[src/rtl/ssd_pkg.sv]
// ssd_pkg: conversion FSM encoding, seven-segment patterns
// ({g,f,e,d,c,b,a}, active-low) and digit geometry.
package ssd_pkg;

  typedef enum logic [1:0] {
    ST_IDLE,
    ST_LOAD,
    ST_SHIFT
  } conv_state_t;

  localparam int NIB_W  = 4;
  localparam int DIGITS = 4;
  localparam int BCD_W  = NIB_W * DIGITS;

  localparam logic [6:0] SEG_0     = 7'b1000000;
  localparam logic [6:0] SEG_1     = 7'b1111001;
  localparam logic [6:0] SEG_2     = 7'b0100100;
  localparam logic [6:0] SEG_3     = 7'b0110000;
  localparam logic [6:0] SEG_4     = 7'b0011001;
  localparam logic [6:0] SEG_5     = 7'b0010010;
  localparam logic [6:0] SEG_6     = 7'b0000010;
  localparam logic [6:0] SEG_7     = 7'b1111000;
  localparam logic [6:0] SEG_8     = 7'b0000000;
  localparam logic [6:0] SEG_9     = 7'b0010000;
  localparam logic [6:0] SEG_BLANK = 7'h7F;

  function automatic logic [6:0] seg_of(
    input logic [NIB_W-1:0] d
  );
    case (d)
      4'd0:    seg_of = SEG_0;
      4'd1:    seg_of = SEG_1;
      4'd2:    seg_of = SEG_2;
      4'd3:    seg_of = SEG_3;
      4'd4:    seg_of = SEG_4;
      4'd5:    seg_of = SEG_5;
      4'd6:    seg_of = SEG_6;
      4'd7:    seg_of = SEG_7;
      4'd8:    seg_of = SEG_8;
      4'd9:    seg_of = SEG_9;
      default: seg_of = SEG_BLANK;
    endcase
  endfunction

endpackage

[src/rtl/ssd_bin2bcd_seq.sv]
// ssd_bin2bcd_seq: sequential double-dabble, one bit per cycle.
// Ports: clk_in, rst_n, start/value in; busy, done, result out.
// done is high on the last SHIFT cycle; result is the final BCD then.
module ssd_bin2bcd_seq
  import ssd_pkg::*;
#(
  parameter int SCORE_W = 14
) (
  input  logic               clk_in,
  input  logic               rst_n,
  input  logic               start,
  input  logic [SCORE_W-1:0] value,
  output logic               busy,
  output logic               done,
  output logic [BCD_W-1:0]   result
);

  localparam int CNT_W = $clog2(SCORE_W + 1);
  localparam logic [CNT_W-1:0] LAST = CNT_W'(SCORE_W - 1);

  conv_state_t        state;
  logic [SCORE_W-1:0] sh;
  logic [BCD_W-1:0]   acc;
  logic [BCD_W-1:0]   adj;
  logic [CNT_W-1:0]   cnt;

  always_comb begin
    adj = '0;
    for (int i = 0; i < DIGITS; i++) begin
      if (acc[i*NIB_W +: NIB_W] >= 4'd5)
        adj[i*NIB_W +: NIB_W] =
          acc[i*NIB_W +: NIB_W] + 4'd3;
      else
        adj[i*NIB_W +: NIB_W] =
          acc[i*NIB_W +: NIB_W];
    end
  end

  assign result = {adj[BCD_W-2:0], sh[SCORE_W-1]};
  assign done   = (state == ST_SHIFT) && (cnt == LAST);
  assign busy   = (state != ST_IDLE);

  always_ff @(posedge clk_in or negedge rst_n) begin
    if (!rst_n) begin
      state <= ST_IDLE;
      sh    <= '0;
      acc   <= '0;
      cnt   <= '0;
    end else begin
      unique case (state)
        ST_IDLE: begin
          if (start) begin
            sh    <= value;
            state <= ST_LOAD;
          end
        end
        ST_LOAD: begin
          acc   <= '0;
          cnt   <= '0;
          state <= ST_SHIFT;
        end
        ST_SHIFT: begin
          acc <= result;
          sh  <= sh << 1;
          cnt <= cnt + 1'b1;
          if (done) begin
            if (start) begin
              sh    <= value;
              state <= ST_LOAD;
            end else begin
              state <= ST_IDLE;
            end
          end
        end
        default: state <= ST_IDLE;
      endcase
    end
  end

endmodule

[src/rtl/ssd_score_driver.sv]
// ssd_score_driver: score -> BCD -> 4-digit multiplexed SSD drive.
// Ports: clk_in, rst_n, scan_clk, score, score_valid; busy, an, seg, dp.
// Option SSD_LZ_BLANK_EN: blank leading zero digits 3..1.
module ssd_score_driver
  import ssd_pkg::*;
#(
  parameter int SCORE_W     = 14,
  parameter int MAX_SCORE   = 9999,
  parameter int SYNC_STAGES = 2
) (
  input  logic               clk_in,
  input  logic               rst_n,
  input  logic               scan_clk,
  input  logic [SCORE_W-1:0] score,
  input  logic               score_valid,
  output logic               busy,
  output logic [3:0]         an,
  output logic [6:0]         seg,
  output logic               dp
);

  localparam logic [SCORE_W-1:0] MAX_V = SCORE_W'(MAX_SCORE);

  logic [SYNC_STAGES-1:0] sync_q;
  logic                   scan_prev;
  logic                   tick;

  logic [SCORE_W-1:0] clamped;
  logic [SCORE_W-1:0] pend_val;
  logic               pend;
  logic               conv_start;
  logic [SCORE_W-1:0] conv_val;
  logic               conv_done;
  logic [BCD_W-1:0]   conv_res;
  logic [BCD_W-1:0]   disp;

  logic [1:0]       idx;
  logic [1:0]       idx_nx;
  logic [NIB_W-1:0] digit;
  logic [6:0]       seg_nx;

  assign dp = 1'b1;

  always_ff @(posedge clk_in or negedge rst_n) begin
    if (!rst_n) begin
      sync_q    <= '0;
      scan_prev <= 1'b0;
    end else begin
      sync_q    <= {sync_q[SYNC_STAGES-2:0], scan_clk};
      scan_prev <= sync_q[SYNC_STAGES-1];
    end
  end

  assign tick = sync_q[SYNC_STAGES-1] & ~scan_prev;

  assign clamped = (score > MAX_V) ? MAX_V : score;

  // A finishing conversion chains straight into the next one;
  // a strobe in that same cycle is newer than the pending value.
  always_comb begin
    conv_start = 1'b0;
    conv_val   = clamped;
    if (!busy) begin
      conv_start = score_valid;
    end else if (conv_done) begin
      conv_start = score_valid | pend;
      conv_val   = score_valid ? clamped : pend_val;
    end
  end

  ssd_bin2bcd_seq #(
    .SCORE_W(SCORE_W)
  ) u_bcd (
    .clk_in (clk_in),
    .rst_n  (rst_n),
    .start  (conv_start),
    .value  (conv_val),
    .busy   (busy),
    .done   (conv_done),
    .result (conv_res)
  );

  always_ff @(posedge clk_in or negedge rst_n) begin
    if (!rst_n) begin
      pend     <= 1'b0;
      pend_val <= '0;
      disp     <= '0;
    end else begin
      if (conv_done) begin
        pend <= 1'b0;
        disp <= conv_res;
      end else if (score_valid && busy) begin
        pend     <= 1'b1;
        pend_val <= clamped;
      end
    end
  end

  assign idx_nx = idx + 2'd1;
  assign digit  = disp[{idx_nx, 2'b00} +: NIB_W];

`ifdef SSD_LZ_BLANK_EN
  logic [DIGITS-1:0] lz;

  always_comb begin
    logic run;
    run = 1'b1;
    lz  = '0;
    for (int i = DIGITS - 1; i > 0; i--) begin
      run   = run && (disp[i*NIB_W +: NIB_W] == '0);
      lz[i] = run;
    end
    seg_nx = lz[idx_nx] ? SEG_BLANK : seg_of(digit);
  end
`else
  assign seg_nx = seg_of(digit);
`endif

  always_ff @(posedge clk_in or negedge rst_n) begin
    if (!rst_n) begin
      idx <= '0;
      an  <= 4'b1111;
      seg <= SEG_BLANK;
    end else if (tick) begin
      idx <= idx_nx;
      an  <= ~(4'b0001 << idx_nx);
      seg <= seg_nx;
    end
  end

endmodule

[config.mk]
export PLATFORM = sky130hd
export DESIGN_NAME = ssd_score_driver
export DESIGN_NICKNAME = d
export VERILOG_FILES = /design/src/rtl/ssd_pkg.sv /design/src/rtl/ssd_bin2bcd_seq.sv /design/src/rtl/ssd_score_driver.sv
export SDC_FILE = /design/constraint.sdc
export NUM_CORES = 1
export LEC_CHECK = 0
export BUFFER_PORTS_ARGS = -buffer_cell sky130_fd_sc_hd__buf_4
export CAP_MARGIN = 20
export CORE_MARGIN = 2
export CORE_UTILIZATION = 40
export DETAILED_ROUTE_END_ITERATION = 8
export GPL_TIMING_DRIVEN = 1
export SYNTH_ARGS = -nofsm -noshare
export SYNTH_HDL_FRONTEND = slang
export SYNTH_SLANG_ARGS = --single-unit
export TNS_END_PERCENT = 5
[constraint.sdc]
create_clock -name clk_in -period 2.3 [get_ports clk_in]
set_input_delay 0.115 -clock clk_in [delete_from_list [all_inputs] [get_ports clk_in]]
set_output_delay 0.115 -clock clk_in [all_outputs]
set_load 0.1 [all_outputs]
# --- Word level (Yosys, flattened, before mapping) ---
# Memories as Yosys holds them, arrays and structs flattened. A register that Yosys moved wholly into a read port is not among the register bits.
# Cells that the tools add are included.
classes:
  n_addsub: 6
  n_lt_le_gt_ge: 5
  n_eq_ne: 5
  shift: 2
  mux: 22
  bitwise: 5
  n_reduce_logical: 11
op_table:
  columns: ["cell", "n"]
  rows:
  - ["$mux 14", 7]
  - ["$pmux 16 s2", 1]
  - ["$pmux 14 s2", 1]
  - ["$ge 4x3->1 const B", 4]
  - ["$shiftx 16x5->4", 1]
  - ["$gt 14x14->1 const B", 1]
  - ["$add 4x2->4 const B", 3]
  - ["$mux 4", 3]
  - ["$pmux 4 s2", 1]
  - ["$reduce_bool 2->1", 4]
  - ["$pmux 2 s3", 1]
  - ["$reduce_and 2->1", 3]
  - ["$mux 1", 5]
  - ["$add 4x1->4 const B", 1]
  - ["$eq 4x4->1 const B", 1]
  - ["$mux 2", 2]
  - ["$ne 2x2->1 const B", 2]
  - ["$not 4->4", 1]
  - ["$shl 1x2->4 const A", 1]
  - ["$add 3x2->3 const B", 1]
  - ["$mux 3", 1]
  - ["$add 2x1->2 const B", 1]
  - ["$eq 2x1->1 const B", 1]
  - ["$eq 2x2->1 const B", 1]
  - ["other kinds (6)", 8]
word_totals:
  ff_bits: 76
  rom_bits: 112
  inputBits: 18
  output_inout_bits: 13
  word_cells: 68
  n_memories: 1
memory_table:
  columns: ["memory", "words", "word_bits", "read_ports", "rd_ports_with_merged_regs", "write_ports", "line_no", "text"]
  rows:
  - ["(no name shown)", 16, 7, 1, 1, 0, "ssd_pkg.sv:30", "case (d)"]

# --- Logic depth before layout (Yosys ltp) ---
# Gate-level depths: netlist of run 1.
depth:
  word_depth: 8
  mapped_depth: 9
  mapped_depth_nobuf: 8

# --- Hierarchy ---
# A second synthesis of run 1 with hierarchy kept.
unflattened:
  hier_cells: 429
  area_unflattened_um2: 4325.4
by_module_without_submodules:
  columns: ["mod", "instances", "cells_each", "area_per_inst_um2", "seq_area_each_um2"]
  rows:
  - ["ssd_score_driver", 1, 214, 2336.0, 1189.9]
  - ["ssd_bin2bcd_seq", 1, 215, 1989.4, 900.9]

# --- Least setup slack after synthesis of run 1 ---
# No wires, ideal clock.
synth_timing:
  path_type: "register to register"
  from: "reg idx[0]"
  to: "reg seg[0]"
  setup_ps: 61
  t_arrival_ps: 1917
  required_time_ps: 2239
  setup_slack_ps: 322
  path_stages_with_launch: 10
  n_path_buf: 1
  period_less_slack_ps: 1978
  path_cell_list: "dfrtp_1 buf_6 inv_1 ha_1 mux4_2 inv_1 ha_1 inv_1 o21ai_1 o221a_2"
synth_between:
  elab_chain_cells: 2
synth_rtl:
  columns: ["element", "line_no", "text"]
  rows:
  - ["start, declared", "ssd_score_driver.sv:37", "logic [1:0] idx;"]
  - ["start signal, assigned", "ssd_score_driver.sv:125", "idx <= idx_nx;"]
  - ["$add 2x1->2", "ssd_score_driver.sv:99", "assign idx_nx = idx + 2'd1;"]
  - ["named net idx_nx[0]", "ssd_score_driver.sv:38", "logic [1:0] idx_nx;"]
  - ["$shiftx 16x5->4", "ssd_score_driver.sv:100", "assign digit = disp[{idx_nx, 2'b00} +: NIB_W];"]
  - ["end, declared", "ssd_score_driver.sv:18", "output logic [6:0] seg,"]
# The timed path passes the listed nets, and every way through them passes these cells.
# A chain may end at the register's enable or synchronous reset.

# --- Worst setup path after layout of run 1 ---
layout_timing:
  from: "reg u_bcd.state[0]"
  to: "reg u_bcd.sh[13]"
layout_between:
  elab_chain_cells: 7
  elab_cells_between_ends: 15
  cone_classes: "eq/ne (2); mux (8); reduce/logical (5)"
layout_rtl:
  columns: ["element", "line_no", "text"]
  rows:
  - ["start, declared", "ssd_bin2bcd_seq.sv:21", "conv_state_t state;"]
  - ["start signal, assigned", "ssd_bin2bcd_seq.sv:45", "state <= ST_IDLE;"]
  - ["start signal, assigned", "ssd_bin2bcd_seq.sv:54", "state <= ST_LOAD;"]
  - ["start signal, assigned", "ssd_bin2bcd_seq.sv:60", "state <= ST_SHIFT;"]
  - ["$eq 2x2->1", "ssd_bin2bcd_seq.sv:40, ssd_bin2bcd_seq.sv:50", null]
  - ["$logic_and 1x1->1", "ssd_bin2bcd_seq.sv:40", "assign done = (state == ST_SHIFT) && (cnt == LAST);"]
  - ["$mux 14 / $mux 1 (equally long branches)", "ssd_score_driver.sv:65", "end else if (conv_done) begin"]
  - ["$mux 14 / $mux 1 (equally long branches)", "ssd_score_driver.sv:63", "if (!busy) begin"]
  - ["$mux 14", "ssd_bin2bcd_seq.sv:67", "if (start) begin"]
  - ["$mux 14", "ssd_bin2bcd_seq.sv:66", "if (done) begin"]
  - ["$pmux 14 s2", "ssd_bin2bcd_seq.sv:50", "unique case (state)"]
  - ["end signal, assigned", "ssd_bin2bcd_seq.sv:53", "sh <= value;"]
  - ["end signal, assigned", "ssd_bin2bcd_seq.sv:64", "sh <= sh << 1;"]
  - ["end signal, assigned", "ssd_bin2bcd_seq.sv:68", "sh <= value;"]
  - ["end, declared", "ssd_bin2bcd_seq.sv:22", "logic [SCORE_W-1:0] sh;"]
# Several ways; a longest one is shown, not always the timed one. The select of a mux whose other input is x is not followed.

==> results of run 1 <==
==> cell families after synthesis <==
| group | count (synthesis) | synth area share |
|---|---|---|
| muxes | 23 | 0.0682 |
| AOI/OAI and AO/OA | 124 | 0.189 |
| xor gates and xnor gates | 5 | 0.0101 |
| DFF | 83 | 0.483 |
| other | 1 | 0.000866 |
| and+or+nand+nor | 110 | 0.129 |
| adders and majority gates | 23 | 0.0665 |
| buffers and inverters | 56 | 0.0532 |
==> final cells by class <==
| type | count | area, sq um |
|---|---|---|
| Sequential cell | 83 | 2090 |
| Multi-Input combinational cell | 286 | 2010 |
| Timing Repair Buffer | 53 | 448 |
| Tap cell | 136 | 170 |
| Clock buffer | 11 | 141 |
| Inverter | 33 | 124 |
| Fill cell | 953 | 5370 |
| Clock inverter | 5 | 62.6 |
==> flip-flops by register name, indices dropped and copies added (netlist names) <==
register / flops
pend: 1
sync_q: 2
disp: 16
an: 4
pend_val: 14
u_bcd.acc: 16
u_bcd.sh: 14
u_bcd.state: 2
u_bcd.cnt: 4
seg: 7
scan_prev: 1
idx: 2
==> where the power goes <==
group          internal [mW]  leakage, nW  total, mW  switching (mW)
registers               1.81         1.04       2.02           0.206
logic                  0.709         1.05       1.87            1.16
clock network          0.535       0.0957       1.06           0.525
==> layout by cell type, fill, tap and decap left out, drive strengths merged, types with 5 or more instances in the layout <==
cell         netlist  layout
a211oi             9       9
a21oi             22      22
a22o               5       5
a31oi              5       5
and2              10      10
buf               12      43
clkbuf            11      11
dfrtp             72      72
dfstp             11      11
dlygate4sd3        0      10
ha                23      23
inv               33      33
mux2              12      12
mux2i              7       7
nand2             41      41
nand2b            11      11
nand3              7       7
nor2              16      16
nor2b              6       6
nor3b              6       6
o21ai             35      35
o22ai             14      14
o31ai              6       6
xnor2              5       5
==> per-stage QoR <==
step,hold slack [ps],power (mW),std cells
after floorplan,-181,3.43,425
after global placement,85.6,3.88,581
after detailed placement,93.9,3.91,581
after CTS,64.0,5.01,607
after global routing,96.6,5.31,607
final,81.0,4.95,607
==> cells in the mapped netlist (all sizes together), types with 4 or more instances <==
cell,number,area [sq um]
nand2b,11,68.8
a22o,5,43.8
nand4,4,31.3
ha,23,288
dfstp,11,289
nor3b,6,45.0
nor2b,6,40.0
mux2i,7,70.1
a21oi,22,110
mux4,4,90.1
nand3,7,35.0
clkbuf,11,41.3
mux2,12,135
o31a,4,35.0
o211ai,4,30.0
inv,33,124
xnor2,5,43.8
nor2,16,60.1
dfrtp,72,1800
a31oi,5,31.3
o21ai,35,179
buf,12,65.1
and2,10,62.6
nand2,41,154
o31ai,6,45.0
a211oi,9,72.6
o22ai,14,87.6
==> per-layer routing <==
metal,part of all wire,wire length [um]
met1,0.48,4210
met4,0.0089,78
met3,0.042,367
met5,0,0
met2,0.47,4150
==> critical path, cell delays in order (launching register included) <==
cell and delay (ps):
dfrtp_1 420, inv_1 110, ha_1 330, nor2b_1 100, o21ba_1 270, o21ai_2 450, o221a_2 280
==> worst min-delay path by stage <==
stage	from	end	slack (ps)	cells past startpoint
finish	score[13]	pend_val[13]$_DFFE_PN0P_	80	3
CTS	score[13]	pend_val[13]$_DFFE_PN0P_	60	3
global route	score[13]	pend_val[13]$_DFFE_PN0P_	100	3
global placement	rst_n	idx[0]$_DFFE_PN0P_	90	1
floorplan	rst_n	disp[0]$_DFFE_PN0P_	-180	0
detailed placement	rst_n	idx[0]$_DFFE_PN0P_	90	1
==> repair_timing <==
item	CTS	global route
setup endpoints to repair	0	0
hold buffers	10	0
endpoints found under the hold margin	29	0
==> flow_summary.toml, run 1 <==
[outcome]
status = "finished clean"

[power_and_ir_drop]
powerDensity_nw_per_um2 = 981
ir_worst_vdd_mv = 0.731
p_leak_nw = 2.18

[final_layout]
antenna_cells = 0
drive_gt1_frac = 0.197
fin_nets = 507
final_area_sq_um = 5040
final_util = 0.484
syn_to_final_growth_pct = 16.5

[route]
drtPass1Iterations = 4
drtAntennaViolNets = 0
via_per_inst = 5.22
wirelength_mm = 8.80
route.detailed.drc = 0
routedWlPerCell_um = 14.5
first_iter_violations = 138
route.vias.total = 3170

[grt]
gr-usage-met3 = 0.0446
grt_pass1_wl_mm = 15.5
antenna_found_initial = 0
grt_busiest_layer = "met2"
grt_max_degree = 35
use_met2 = 0.271
grt-ovfl-total = 0
grt_pass1_vias = 3167
grt_util_met1 = 0.229
grt_usage = 0.169

[floorplanning]
core_area_sq_um = 10400
die_w_um = 108
rows = 37
die_y_um = 108
ioPinCount = 31
start_util = 0.416
die_area_sq_um = 11700

[sta]
hold_viol = 0
finalSetupTns_ps = 0
clock-skew-final_ps = 10.2
fin_crit_sh = 0.876
fin_crit_ps = 2020
grt_setup_unrepaired = "false"
setup_ws_ps = 285
relSlewSlack = 0.582
tightestPinTransition_ps = 621
setup_violations = 0
final_max_slew_viol_count = 0
fmax_ghz = 0.496

[placement]
place.gp.congestion = 0.816
port_buffers = 29
dp_hpwl_mm = 6.43
place_ws_ps = 313
place_area_sq_um = 4740

[synthesis]
synthCells = 425
yosys_warnings = 0
yosysSeqAreaShare = 0.483
syn_avg_cell_area_sq_um = 10.2
syn-num-nets = 466
netlist_area_sq_um = 4330
async_flop_share = 1.00
synthFlopType = "dfrtp_1"
netlist-cell-type-count = 56
ys_ff_latch = 83
synth-edff-count = 0

[clock_network]
cts_buffers = 9
clock-sinks = 83
cts_tree = "built"
postCtsSetupBuffers = 0
cts-root-buf = "clkbuf_8"
htree_levels = 3
cts.reportedPaths.clkPinSlew_ps = 90
cts_buffer_depth = 2
cts_resized = 0
clk_latency_ps = 350

[hold_path]
hp-class = "input port to flop"

[setup_path]
critical_path.endpoint = "u_bcd.sh[13]$_DFFE_PN0P_"
reg2reg_to = "u_bcd.sh[13]$_DFFE_PN0P_"
ff2ff_path_depth = 6
path_class = "flop to flop"
cp.required_ps = 2590
rr_startpoint = "u_bcd.state[0]$_DFFE_PN0P_"
startpoint_type = "flop"
worst-path-max-fanout = 10
crit_path_end_kind = "flop"
ff2ff_setup_slack_ps = 280
crit_path_start = "u_bcd.state[0]$_DFFE_PN0P_"
worstPathArrival_ps = 2310

[job]
drv_cap = 0
No activity file was read; power rests on OpenSTA's default activity.
==> run 2: changes to the inputs <==
Settings changed: REMOVE_ABC_BUFFERS from default to 1.
==> flow_summary.toml, run 2 (same netlist as run 1, synthesis figures left out) <==
[setup_path]
path_class = "input port to flop"
startpoint_type = "input port"
crit_path_end_kind = "flop"
cp.required_ps = 2590
cp_num_buf_inv = 2
worst-path-max-fanout = 9
critical_path_depth = 6
critical-path-top-delay-family = "compound AO/OA/AOI/OAI gates"
cp_slowest_cell = "dlygate4sd3_1"
cp_cell_sequence = "dlygate4sd3_1 -> buf_4 -> nor4_1 -> o21ai_1 -> a211oi_1 -> o31a_1"
ff2ff_path_depth = 8
max_stage_delay_ps = 560
worstPathArrival_ps = 2370

[final_layout]
final_area_sq_um = 5050
reg.largest.list = "disp: 16 flops, u_bcd.acc: 16 flops"
final_util = 0.485
final_common_cell = "dfrtp_1"
fin_nets = 507
syn_to_final_growth_pct = 16.6
drive_gt1_frac = 0.200
final_cell_mix = "dfrtp_1, nand2_1, buf_4, inv_1, o21ai_0"
antenna_cells = 0

[placement]
dp_hpwl_mm = 6.62
port_buffers = 29
place.gp.congestion = 0.831
place_area_sq_um = 4740

[grt]
grt_pass1_vias = 3320
grt_usage = 0.176
grt_max_degree = 43
grt-ovfl-total = 0
antenna_found_initial = 0
grt_pass1_wl_mm = 16.3

[hold_path]
hp-class = "input port to flop"
worstHoldPathCells = 3

[job]
drv_cap = 0

[route]
route.vias.total = 3230
drtPass1Iterations = 4
drtAntennaViolNets = 0
wirelength_mm = 9.33
routedWlPerCell_um = 15.4
route.detailed.drc = 0
first_iter_violations = 213
via_per_inst = 5.32

[outcome]
status = "finished clean"

[sta]
relSlewSlack = 0.529
grt_setup_unrepaired = "false"
setup_violations = 0
fin_crit_ps = 2080
clock-skew-final_ps = 13.2
final_max_slew_viol_count = 0
fin_crit_sh = 0.904
hold_viol = 0
tightestPinTransition_ps = 702
fmax_ghz = 0.481

[floorplanning]
die_y_um = 108
rows = 37
start_util = 0.416
die_w_um = 108
core_area_sq_um = 10400
ioPinCount = 31
die_area_sq_um = 11700

[clock_network]
cts_buffer_depth = 2
htree_levels = 3
postCtsSetupBuffers = 0
cts.reportedPaths.clkPinSlew_ps = 90
cts_tree = "built"
clock-sinks = 83
clk_latency_ps = 360
cts_buffers = 9
cts-root-buf = "clkbuf_8"

[power_and_ir_drop]
powerDensity_nw_per_um2 = 997
p_leak_nw = 2.19
ir_worst_vdd_mv = 0.622
## run 2: worst reg2reg max path, cell delays in order, from the launching register on
cell	delay (ps)
dfrtp_1	380
inv_1	80
ha_1	390
mux4_2	400
inv_1	160
ha_1	170
inv_1	40
o21ai_1	170
o221a_2	200
## run 2: routing by layer
layer	up-vias	wire [um]	global-route usage
li1	1588	-	-
met1	1557	4450	0.247
met2	66	4270	0.270
met3	19	435	0.0295
met4	0	180	0.0760
met5	-	0	0
## run 2: cell type report
cell class,instances,area [sq um]
Timing Repair Buffer,53,448
Inverter,33,124
Fill cell,975,5370
Clock inverter,7,82.6
Multi-Input combinational cell,286,2010
Clock buffer,9,124
Sequential cell,83,2090
Tap cell,136,170
## run 2: power by group
group	total (mW)	internal, mW	switching [mW]
clock	1.11	0.521	0.590
sequential	2.02	1.81	0.207
combinational	1.90	0.728	1.17
## run 2: per-stage QoR
stage / std cells / power [mW] / setup TNS (ps) / setup WS, ps / hold WS [ps]
2_1_floorplan: 402 / 3.35 / -4480 / -520 / -181
3_3_place_gp: 581 / 3.90 / 0 / 310 / 152
3_5_place_dp: 581 / 3.94 / 0 / 284 / 154
4_1_cts: 607 / 5.08 / 0 / 255 / 68.8
5_1_grt: 607 / 5.39 / 0 / 47.3 / 91.0
6_report: 607 / 5.03 / 0 / 221 / 91.6
## run 2: repair_timing
action,CTS,global route
endpoints found under the setup margin,0,0
hold buffers,10,0
resized for setup,0,0
hold endpoints to repair,39,0
## run 2: worst paths after layout
| kind | endpoint | slack (ps) | from |
|---|---|---|---|
| max reg2reg | seg[0]$_DFFE_PN1P_ | 260 | idx[1]$_DFFE_PN0P_ |
| min in group asynchronous | idx[1]$_DFFE_PN0P_ | 300 | rst_n |
| min reg2reg | sync_q[1]$_DFF_PN0_ | 360 | sync_q[0]$_DFF_PN0_ |
| max in group asynchronous | pend_val[1]$_DFFE_PN0P_ | 1380 | rst_n |
| min | pend_val[13]$_DFFE_PN0P_ | 90 | score[13] |
| max | u_bcd.sh[6]$_DFFE_PN0P_ | 220 | score[7] |
